`src/rtl/ireg_border_skew_pkg.sv`:
```
// Shared types for the border input register: sign/magnitude lane word and
// the two's-complement to sign/magnitude conversion.
package ireg_pkg;

    localparam int IREG_WIDTH = 16;

    typedef struct packed {
        logic                  valid;
        logic                  sign;
        logic [IREG_WIDTH-2:0] abs;
    } sm_word_t;

    // The most-negative input has no representable magnitude; sat selects
    // clamping to full scale or the legacy wrap to zero.
    function automatic sm_word_t to_sm(input logic signed [IREG_WIDTH-1:0] d,
                                       input bit sat);
        sm_word_t                     r;
        logic signed [IREG_WIDTH-1:0] neg;
        neg     = -d;
        r.valid = 1'b1;
        r.sign  = d[IREG_WIDTH-1];
        if (!r.sign)
            r.abs = d[IREG_WIDTH-2:0];
        else if (d[IREG_WIDTH-2:0] == '0)
            r.abs = sat ? '1 : '0;
        else
            r.abs = neg[IREG_WIDTH-2:0];
        return r;
    endfunction

endpackage

```
`src/rtl/ireg_border_skew_line.sv`:
```
// Enable-shifted register chain with synchronous clear; DEPTH=0 is a wire.
module ireg_skew_line #(
    parameter int DEPTH = 1,
    parameter int W     = 16
) (
    input  logic         clk,
    input  logic         rst_n,
    input  logic         en,
    input  logic         clr,
    input  logic [W-1:0] d_i,
    output logic [W-1:0] q_o
);

    generate
        if (DEPTH == 0) begin : g_pass
            logic unused_ctrl;
            assign unused_ctrl = &{1'b0, clk, rst_n, en, clr};
            assign q_o         = d_i;
        end else begin : g_chain
            logic [W-1:0] stage_q [DEPTH];

            always_ff @(posedge clk or negedge rst_n) begin
                if (!rst_n) begin
                    for (int i = 0; i < DEPTH; i++) stage_q[i] <= '0;
                end else if (clr) begin
                    for (int i = 0; i < DEPTH; i++) stage_q[i] <= '0;
                end else if (en) begin
                    stage_q[0] <= d_i;
                    for (int i = 1; i < DEPTH; i++) stage_q[i] <= stage_q[i-1];
                end
            end

            assign q_o = stage_q[DEPTH-1];
        end
    endgenerate

endmodule

```
`src/rtl/ireg_border_skew.sv`:
```
// Multi-channel border input register: sign/magnitude capture followed by a
// per-channel skew line so channel c arrives c enabled cycles later.
module ireg_border_skew
    import ireg_pkg::*;
#(
    parameter int WIDTH = IREG_WIDTH,
    parameter int CH    = 4,
    parameter bit SAT   = 1'b1
) (
    input  logic                   clk,
    input  logic                   rst_n,
    input  logic                   en,
    input  logic                   clr,
    input  logic                   i_valid,
    input  logic [CH*WIDTH-1:0]    i_data,
    output logic [CH-1:0]          o_valid,
    output logic [CH-1:0]          o_data_sign,
    output logic [CH*(WIDTH-1)-1:0] o_data_abs
);

    localparam int SMW = $bits(sm_word_t);

    sm_word_t cap_d  [CH];
    sm_word_t cap_q  [CH];
    sm_word_t line_q [CH];

    // Bubbles carry zeroed data rather than holding the previous word.
    always_comb begin
        for (int c = 0; c < CH; c++) begin
            cap_d[c] = '0;
            if (i_valid)
                cap_d[c] = to_sm(i_data[c*WIDTH +: WIDTH], SAT);
        end
    end

    always_ff @(posedge clk or negedge rst_n) begin
        if (!rst_n) begin
            for (int c = 0; c < CH; c++) cap_q[c] <= '0;
        end else if (clr) begin
            for (int c = 0; c < CH; c++) cap_q[c] <= '0;
        end else if (en) begin
            for (int c = 0; c < CH; c++) cap_q[c] <= cap_d[c];
        end
    end

    generate
        for (genvar c = 0; c < CH; c++) begin : g_ch
            ireg_skew_line #(
                .DEPTH (c),
                .W     (SMW)
            ) u_line (
                .clk   (clk),
                .rst_n (rst_n),
                .en    (en),
                .clr   (clr),
                .d_i   (cap_q[c]),
                .q_o   (line_q[c])
            );

            assign o_valid[c]                       = line_q[c].valid;
            assign o_data_sign[c]                   = line_q[c].sign;
            assign o_data_abs[c*(WIDTH-1) +: WIDTH-1] = line_q[c].abs;
        end
    endgenerate

endmodule

```
`config.mk`:
```
export PLATFORM = sky130hd
export DESIGN_NAME = ireg_border_skew
export DESIGN_NICKNAME = d
export VERILOG_FILES = /design/src/rtl/ireg_border_skew_pkg.sv /design/src/rtl/ireg_border_skew_line.sv /design/src/rtl/ireg_border_skew.sv
export SDC_FILE = /design/constraint.sdc
export NUM_CORES = 1
export LEC_CHECK = 0
export CORE_ASPECT_RATIO = 1.25
export CORE_MARGIN = 4
export CORE_UTILIZATION = 58
export DETAILED_ROUTE_END_ITERATION = 7
export PLACE_DENSITY = 0.94
export SLEW_MARGIN = 10
export SYNTH_ARGS = -nofsm -noshare
export SYNTH_HDL_FRONTEND = slang
export SYNTH_HIERARCHICAL = 1
export SYNTH_SLANG_ARGS = --single-unit
export TNS_END_PERCENT = 1
```
`constraint.sdc`:
```
create_clock -name clk -period 1.4 [get_ports clk]
set_clock_uncertainty 0.05 [all_clocks]
set_input_delay 0.35 -clock clk [delete_from_list [all_inputs] [get_ports clk]]
set_output_delay 0.35 -clock clk [all_outputs]
set_load 0.03 [all_outputs]
```
==> results of run 1 <==
==> per-stage QoR <==
step,cells,setup slack (ns),area [um^2],total power [mW]
CTS,1182,-0.358,11200,11.6
floorplan,813,-0.818,8390,5.85
finish,1184,-0.372,11400,11.7
global route,1183,-0.403,11400,12.0
global placement,1142,-1.18,10100,6.54
detailed placement,1142,-1.26,10100,6.60
==> logic make-up (layout without fill, tap and decap cells) <==
logic type                 after synthesis  count (layout)  share of synthesized area [%]
and+or+nand+nor                        230             231                           12.2
DFF                                    167             167                           49.8
AOI/OAI and AO/OA                      153             153                           11.2
buffers and inverters                  112             305                           9.19
muxes                                  106             106                           12.6
xor gates and xnor gates                41              41                           4.28
adders and majority gates                4               4                          0.597
other                                    0               2                              0
==> worst max-delay path by stage <==
stage                          start   endpoint  slack [ns]  cells after the start
after floorplan           i_data[22]  cap_q[46]       -0.82                      7
after global placement    i_data[22]  cap_q[34]       -1.18                      6
after detailed placement   i_data[0]  cap_q[58]       -1.26                      8
after CTS                 i_data[17]  cap_q[44]       -0.36                      8
after global routing      i_data[17]  cap_q[43]       -0.40                      8
final                     i_data[27]  cap_q[44]       -0.37                      6
==> worst min-delay path: stages <==
cell and delay [ns]:
sky130_fd_sc_hd__buf_6 0.07, sky130_fd_sc_hd__buf_4 0.10, sky130_fd_sc_hd__xor2_1 0.07, sky130_fd_sc_hd__o21ai_1 0.11
==> per-layer routing <==
metal	track usage [%]	vias to the layer above	wire length, um
met5	0	-	0
met1	32.6	3490	8660
met3	6.51	86	1480
li1	-	3121	-
met2	48.8	314	12300
met4	14.3	0	874
==> power breakdown <==
part           switching (mW)  leakage, nW  internal [mW]
clock                    2.04        0.305           2.98
sequential             0.0991         2.30           4.95
combinational           0.885         3.15          0.739
total                    3.02         5.76           8.67
==> cells in the mapped netlist (all sizes together) (2+ instances only) <==
master and instances:
o311ai 2, a22o 2, a31oi 7, a21boi 2, dfrtp 167, nor2b 2, buf 72, xor2 25
inv 11, or3 9, nand2 58, ha 4, nor3 4, clkbuf 28, and2 3, o41ai 11
a21o 20, o211ai 2, nand2b 3, a211oi 2, or4 6, o21ai 51, a41oi 2, a21oi 39
or2 6, mux2i 106, nand4 2, nor2 123, nor4 7, o31ai 8, or4b 4, xnor2 16
==> flip-flops by register name, indices dropped and copies added (netlist names) <==
signal / flops
cap_q: 65
g_ch.u_line/g_chain.stage_q: 51
g_ch.u_line/q_o: 51
==> repair_timing <==
item | in CTS | in global routing
pin swaps | 34 | 11
endpoints found under the hold margin | 24 | 0
gates cloned | 2 | 0
hold buffers | 1 | 0
buffers inserted | 5 | 0
endpoints found under the setup margin | 92 | 117
gates resized for setup | 266 | 62
==> area by class of cell <==
| cell class | count | area (um^2) |
|---|---|---|
| Antenna cell | 2 | 5.00 |
| Clock buffer | 20 | 467 |
| Clock inverter | 12 | 165 |
| Fill cell | 761 | 2610 |
| Inverter | 12 | 51.3 |
| Multi-Input combinational cell | 535 | 3860 |
| Sequential cell | 167 | 4180 |
| Tap cell | 175 | 219 |
| Timing Repair Buffer | 261 | 2440 |
==> layout by cell type (no fill, tap or decap), types with 5 or more instances in the layout <==
cell                              instances
sky130_fd_sc_hd__dfrtp_1                166
sky130_fd_sc_hd__nor2_1                 119
sky130_fd_sc_hd__buf_4                  114
sky130_fd_sc_hd__mux2i_1                106
sky130_fd_sc_hd__buf_6                   72
sky130_fd_sc_hd__nand2_1                 58
sky130_fd_sc_hd__o21ai_1                 29
sky130_fd_sc_hd__xor2_1                  25
sky130_fd_sc_hd__a21oi_1                 24
sky130_fd_sc_hd__a21o_1                  20
sky130_fd_sc_hd__o21ai_0                 19
sky130_fd_sc_hd__clkbuf_16               17
sky130_fd_sc_hd__dlygate4sd2_1           16
sky130_fd_sc_hd__xnor2_1                 15
sky130_fd_sc_hd__a21oi_2                 15
sky130_fd_sc_hd__buf_2                   15
sky130_fd_sc_hd__buf_12                  13
sky130_fd_sc_hd__clkdlybuf4s50_1         12
sky130_fd_sc_hd__clkdlybuf4s15_1         11
sky130_fd_sc_hd__o41ai_1                  7
sky130_fd_sc_hd__a31oi_1                  7
sky130_fd_sc_hd__or4_4                    6
sky130_fd_sc_hd__inv_1                    5
sky130_fd_sc_hd__nor4_4                   5
sky130_fd_sc_hd__or3_4                    5
sky130_fd_sc_hd__or4b_4                   5
==> impl.org, run 1 <==
** Global route
- Pin count of the biggest net entering global routing :: approximately 100
- Global routing used between 20% and 30% of the available tracks.
- Summed over all layers, the global routing overflow is 0.
- Global-route wire length before repair :: 36.6 mm
- Number of antenna violations at the first check in global routing :: 1
- Number of global-route vias before repair :: ~7400

** Detailed routing
- Detail Route Antenna Nets :: 0
- The detailed router finished its first iteration with 477 violations.
- In the routed layout, each cell is associated on average with a via count of between 5 and 6.
- After detailed routing, the total wire length is 23.3 mm.
- The detailed router placed ~7000 vias in this run.
- First drt pass iteration count :: 5
- Avg WL per Cell :: between 15 and 20 um
- # DRC :: 0

** Critical path
- STA puts the critical path data arrival time at ~2.1 ns.
- Family of cells with the greatest summed delay on the critical path :: simple AND/OR/NAND/NOR gates
- STA classifies the critical path startpoint as a primary input.
- Largest fanout on the critical path :: 7
- Sum of buffers and inverters on the critical path :: 1
- For the worst setup path, the data required time is approximately 1.7 ns.
- Worst stage delay on the critical path :: around 0.59 ns
- Slowest cell on the critical path :: sky130_fd_sc_hd__or4b_4
- Worst Reg-to-Reg Cells :: 2
- The worst setup path is captured at a flip-flop.
- Worst-path cell chain :: clkdlybuf4s15_1 > or2_4 > or3_4 > or4b_4 > a21oi_2 > a21o_1
- Source of the worst register-to-register timing path :: cap_q[22]
- The endpoint identified for the worst register-to-register timing path is cap_q[22].
- The worst setup path is of the primary input to flip-flop kind.
- Minimum setup slack among reg-to-reg paths :: 0.50 ns

** Floorplan
- Height of the chip :: around 140 um
- Area of the core :: ~14000 um^2
- The die is 116 um wide.
- IO Pins :: 137
- Die area :: around 16000 um^2
- Starting Density :: between 50% and 60%
- Site row count :: 48

** STA
- Count of endpoints failing hold in the final timing report :: 0
- Hold timing on the final database bottoms out at a slack of 0.265 ns.
- Final sum of negative setup slack :: -10.08 ns
- Setup repair after global routing could not meet its margin everywhere.
- Fraction of the cycle the final worst path needs :: 127%
- The smallest clock period supported by the final layout is computed as roughly 1.8 ns.
- # setup viols final :: 61
- Count of final max-slew check failures :: 0
- Static timing analysis puts the maximum clock frequency at between 500 and 600 MHz.
- After layout, the worst setup slack is -0.372 ns.
- Worst slew pin tran :: about 0.45 ns
- Worst-case headroom to the max-slew limit :: between 70% and 80%

** Synth
- Counting every instance in the synthesized netlist gives 813.
- Counting flops with an async set or reset pin after synthesis yields a share of between 90% and 100%.
- The synthesized design devotes to its leading area cell type between 40% and 50% of total area.
- Synth warnings :: 6
- Each instance of the synthesized netlist takes up on average 10.3 um^2.
- The share of the Yosys chip area taken by registers is between 40% and 50%.
- EDFF count, synth :: 0
- Synthesized net count :: between 800 and 900
- Cell area after synthesis :: approximately 8400 um^2
- Synthesis instantiated 53 different standard cells from the library.
- Primary FF master, synth :: sky130_fd_sc_hd__dfrtp_1
- Largest cells by area after synthesis :: sky130_fd_sc_hd__dfrtp_1 (50%), sky130_fd_sc_hd__mux2i_1 (13%), sky130_fd_sc_hd__nor2_1 (5.5%)
- Summed over all instances, the cell type with the most area after synthesis is sky130_fd_sc_hd__dfrtp_1.
- In this run, synthesis produced a sequential element count of 167.

** Min path
- The path with the worst hold slack has its endpoint at cap_q[59].
- Hold path start :: i_data[8]
- Worst Hold Path Cells :: 4
- Path category of the worst min-delay check :: primary input to flip-flop

** Clocking
- Number of H-tree branching levels :: 4
- Clock tree from TritonCTS :: built
- For the worst-skew pair, the clock arrives at the later sink with an insertion delay of 0.43 ns.
- Number of buffers on the longest clock path :: 2
- Clock Sink Count :: between 150 and 200
- After clock tree synthesis, the clock-pin slew on the worst setup and hold paths is approximately 0.060 ns.
- Root buf cell :: sky130_fd_sc_hd__clkbuf_16
- Counting the buffers created by CTS gives 17.

** Job
- The tool flagged a number of max-cap violations equal to 0.

** Power and ir drop
- For this design the static power due to leakage is roughly 5.8 nW.
- IR drop worst, VDD :: approximately 1.4 mV
- Power density normalized to cell area :: between 1000 and 1500 nW/um^2

** Run status
- The flow ran to the end, but the final reports show violations.
- Violations in the final reports :: setup timing

** Layout
- Cells with a size suffix above 1 make up between 30% and 40% of the layout.
- Synthesis-to-finish area growth :: 35.7%
- Utilization of the core after routing :: around 81%
- # nets final :: approximately 1100

** Place
- The congestion estimate from routability-driven global placement came to ~0.97.
- During placement, the flow inserted port buffers numbering 136.
- The wire-length estimate of the detail-placed layout is roughly 14 mm.
Power figures use the tool's default switching activity.
==> run 2: changes to the inputs <==
- HOLD_SLACK_MARGIN: not set -> 0.06
==> results of run 2 <==
No change in the layout: final DEF, timing and power equal those of run 1.
==> run 3: changes to the inputs <==
- CORE_MARGIN: 4 -> 3
- SLEW_MARGIN: 10 -> 20
==> run 3 against run 2 <==
  * The run still ends with setup timing left
  * Worst hold slack lost 0.087 ns
  * First-iteration DRC count is 30% higher
  * Register-to-register slack got worse by 0.07 ns
  * Setup slack got worse by 0.084 ns
  * Global-route usage rose by 2.5 points
  * Via count up 1.5%
  * Die area down 3.1%
  * Combinational power increased by 2%
  * Critical path depth increased by 2
  * Non-clock buffer count grew 4
  * Final cell count barely moved
  * Largest power group unchanged
==> impl.org, run 3 (same netlist as run 1, synthesis figures left out) <==
** Run status
- The flow ran to the end, but the final reports show violations.
- Violations in the final reports :: setup timing

** Critical path
- The critical path is of the primary input to flip-flop type.
- Worst stage delay on the critical path :: 0.57 ns (-0.02 ns)
- Most common cell type on the critical path :: sky130_fd_sc_hd__or4b_4
- The biggest fanout along the worst timing path was 7 (unchanged).
- Required time of the critical path :: 1.72 ns (about the same)
- Source of the worst register-to-register timing path :: cap_q[8]
- STA classifies the critical path endpoint as a flip-flop.
- The slack of the worst reg-to-reg path is 0.43 ns (-0.07 ns).
- The worst setup path is launched from a primary input.
- WP data arrival :: 2.17 ns (+0.08 ns)
- Worst-path cell chain :: buf_8 > inv_4 > ha_4 > or4b_4 > nor2_4 > or4b_4 > a21oi_1 > a21o_1
- Worst flop-to-flop path endpoint :: g_ch[3].u_line/g_chain.stage_q[42]
- Worst Reg-to-Reg Cells :: 2 (unchanged)
- The largest individual stage delay along the critical path comes from the cell sky130_fd_sc_hd__or4b_4.

** STA
- The final worst-path cycle share was 133% (+6.0 points).
- The final number of setup-violating endpoints was 62 (+1.6%).
- Smallest hold slack :: 0.178 ns (-0.0866 ns)
- The clock period minus worst slack is 1.86 ns (+0.0835 ns).
- The accumulated negative setup slack was -12.43 ns (-2.34 ns).
- Worst slew pin tran :: 0.564 ns (+0.117 ns)
- Worst-case headroom to the max-slew limit :: 61.9% (-8.3 points)
- Setup repair after global routing could not meet its margin everywhere.
- Count of endpoints failing hold in the final timing report :: 0 (unchanged)
- The post-route worst setup slack is -0.456 ns (-0.0835 ns).
- Count of final max-slew check failures :: 0 (unchanged)
- Highest attainable clock frequency :: 539 MHz (-4.5%)

** Clocking
- Number of buffers on the longest clock path :: 2 (unchanged)
- Number of H-tree branching levels :: 4 (unchanged)
- Register clock-pin slew on the reported worst setup and hold paths :: 0.06 ns (about the same)
- The number of buffers inserted during clock tree synthesis came to 17 (unchanged).
- Clock latency on the worst-skew pair :: 0.43 ns (about the same)
- The cell sitting at the root of the clock tree is a sky130_fd_sc_hd__clkbuf_16.
- The total number of clock tree sinks was 167 (unchanged).
- Clock tree from TritonCTS :: built

** Place
- The instance area at placement is 10200 um^2 (+0.30%).
- The count of buffers inserted at the top-level ports is 136 (unchanged).
- Placed wire-length estimate :: 14.8 mm (+2.9%)
- Worst slack at placement :: -1.29 ns (-0.0275 ns)
- The number of placed cells counting well taps was 1146 (+0.35%).
- The weighted congestion at the end of routability-driven global placement came to 0.967 (-0.23%).

** Floorplan
- The starting density of the core was 59.9% (unchanged).
- The height of the chip came to 140 um (-1.4%).
- The die width came to 114 um (-1.7%).
- Die area :: 16000 um^2 (-3.1%)
- Site row count :: 48 (unchanged)
- IO Pins :: 137 (unchanged)
- The core outline area is 14000 um^2 (unchanged).

** Global route
- Pin count of the biggest net entering global routing :: 101 (-1.9%)
- Number of antenna violations at the first check in global routing :: 0 (-1)
- The total global routing track utilization was 30.7% (+2.5 points).
- Number of global-route vias before repair :: 7524 (+1.9%)
- The total overflow reported by the global router was 0 (unchanged).
- The first-pass GRT wire length was 38.5 mm (+5.4%).

** Power and ir drop
- The post-layout total power came to 11.4 mW (-2.5%).
- The net switching component of the power came to 3.00 mW (-0.78%).
- The switching part of the total power was 26.3% (+0.47 points).
- Power density normalized to cell area :: 1000 nW/um^2 (-2.6%)
- IR drop worst, VDD :: 0.928 mV (-35%)
- Share of total power in the clock network :: 41.1% (-1.8 points)
- Part of the power in combinational logic :: 14.6% (+0.7 points)
- The static power due to leakage is 5.74 nW (-0.25%).
- The internal power consumption was 8.40 mW (-3.2%).
- The register share of total power is 44.4% (+1.2 points).

** Layout
- # nets final :: 1071 (+0.37%)
- Commonest non-fill, non-tap cells in the layout :: sky130_fd_sc_hd__dfrtp_1 (167), sky130_fd_sc_hd__nor2_1 (120), sky130_fd_sc_hd__buf_4 (117)
- Number of diodes added for antenna fixing :: 0 (-2)
- Utilization of the core after routing :: 81.4% (about the same)
- Cell area after layout :: 11400 um^2 (about the same)
- The number of standard cells in the final layout excluding fillers is 1185 (+0.084%).
- The flip-flop count of the largest register, all copies and words added came to 65 (unchanged).
- The ratio of cells with drive above 1 in the final layout is 32.5% (-0.30 points).
- Counting flops per register, the top entry is cap_q.
- Number of fillers in the final layout :: 754 (-0.92%)
- The library cell used most frequently in the layout, excluding fill and tap cells, is sky130_fd_sc_hd__dfrtp_1.
- The layout overhead on the synthesized area was 35.7% (about the same).

** Detailed routing
- Vias per Instance :: 6.00 (+1.4%)
- Avg WL per Cell :: 20.8 um (+5.7%)
- The DRC marker count from the first detailed-route iteration came to 621 (+30%).
- Detail Route Antenna Nets :: 0 (unchanged)
- Vias after detailed routing :: 7114 (+1.5%)
- First drt pass iteration count :: 5 (unchanged)
- # DRC :: 0 (unchanged)
- The final wirelength is 24.7 mm (+5.8%).

** Job
- Reported max-cap violation count :: 0 (unchanged)

** Min path
- Worst Hold Endpoint :: g_ch[1].u_line/q_o[13]
- Worst Hold Path Cells :: 3 (-1)
- Hold path start :: clr
- The min-delay analysis places its worst path in the category primary input to flip-flop.
==> run 3: power groups by stage <==
stage,Sequential [mW],Combinational [mW],Clock (mW)
floorplan,5.12,0.729,0
global placement,5.12,1.43,0
detailed placement,5.13,1.48,0
CTS,5.05,1.57,4.74
global route,5.07,1.77,4.92
finish,5.06,1.66,4.68
==> run 3: cell type report <==
class | count | area (um^2) | share of cell area (%)
Inverter | 12 | 53.8 | 0.473
Tap cell | 175 | 219 | 1.92
Clock buffer | 19 | 443 | 3.89
Clock inverter | 12 | 146 | 1.29
Sequential cell | 167 | 4180 | 36.7
Multi-Input combinational cell | 535 | 3860 | 33.9
Timing Repair Buffer | 265 | 2490 | 21.8
==> run 3: layer usage <==
metal	vias to the layer above	global-route usage, %	wire length, um
met5	-	0	0
met4	0	17.1	1310
met3	114	6.22	1520
met2	357	53.1	12900
met1	3511	35.1	8930
li1	3132	-	-
==> run 3: worst max path at each step <==
| stage | startpoint | endpoint | slack [ns] | cells after the start |
|---|---|---|---|---|
| after global placement | i_data[0] | cap_q[59] | -1.17 | 8 |
| after floorplan | i_data[22] | cap_q[46] | -0.82 | 7 |
| after global routing | i_data[17] | cap_q[46] | -0.47 | 8 |
| final | i_data[17] | cap_q[45] | -0.46 | 8 |
| after CTS | i_data[17] | cap_q[46] | -0.37 | 8 |
| after detailed placement | i_data[0] | cap_q[59] | -1.29 | 8 |
==> run 3: critical path: cells and delay by family <==
family                     cells  cell delay (ns)
and+or+nand+nor                3             1.23
AOI/OAI and AO/OA              2             0.31
buffers and inverters          2             0.15
adders and majority gates      1             0.13
==> run 3: repair_timing <==
item | CTS | global route
gates cloned | 1 | 0
pin swaps | 23 | 9
endpoints found under the setup margin | 100 | 117
hold endpoints to repair | 123 | 0
resized for setup | 243 | 57
hold buffers | 1 | 0
setup buffers | 6 | 0
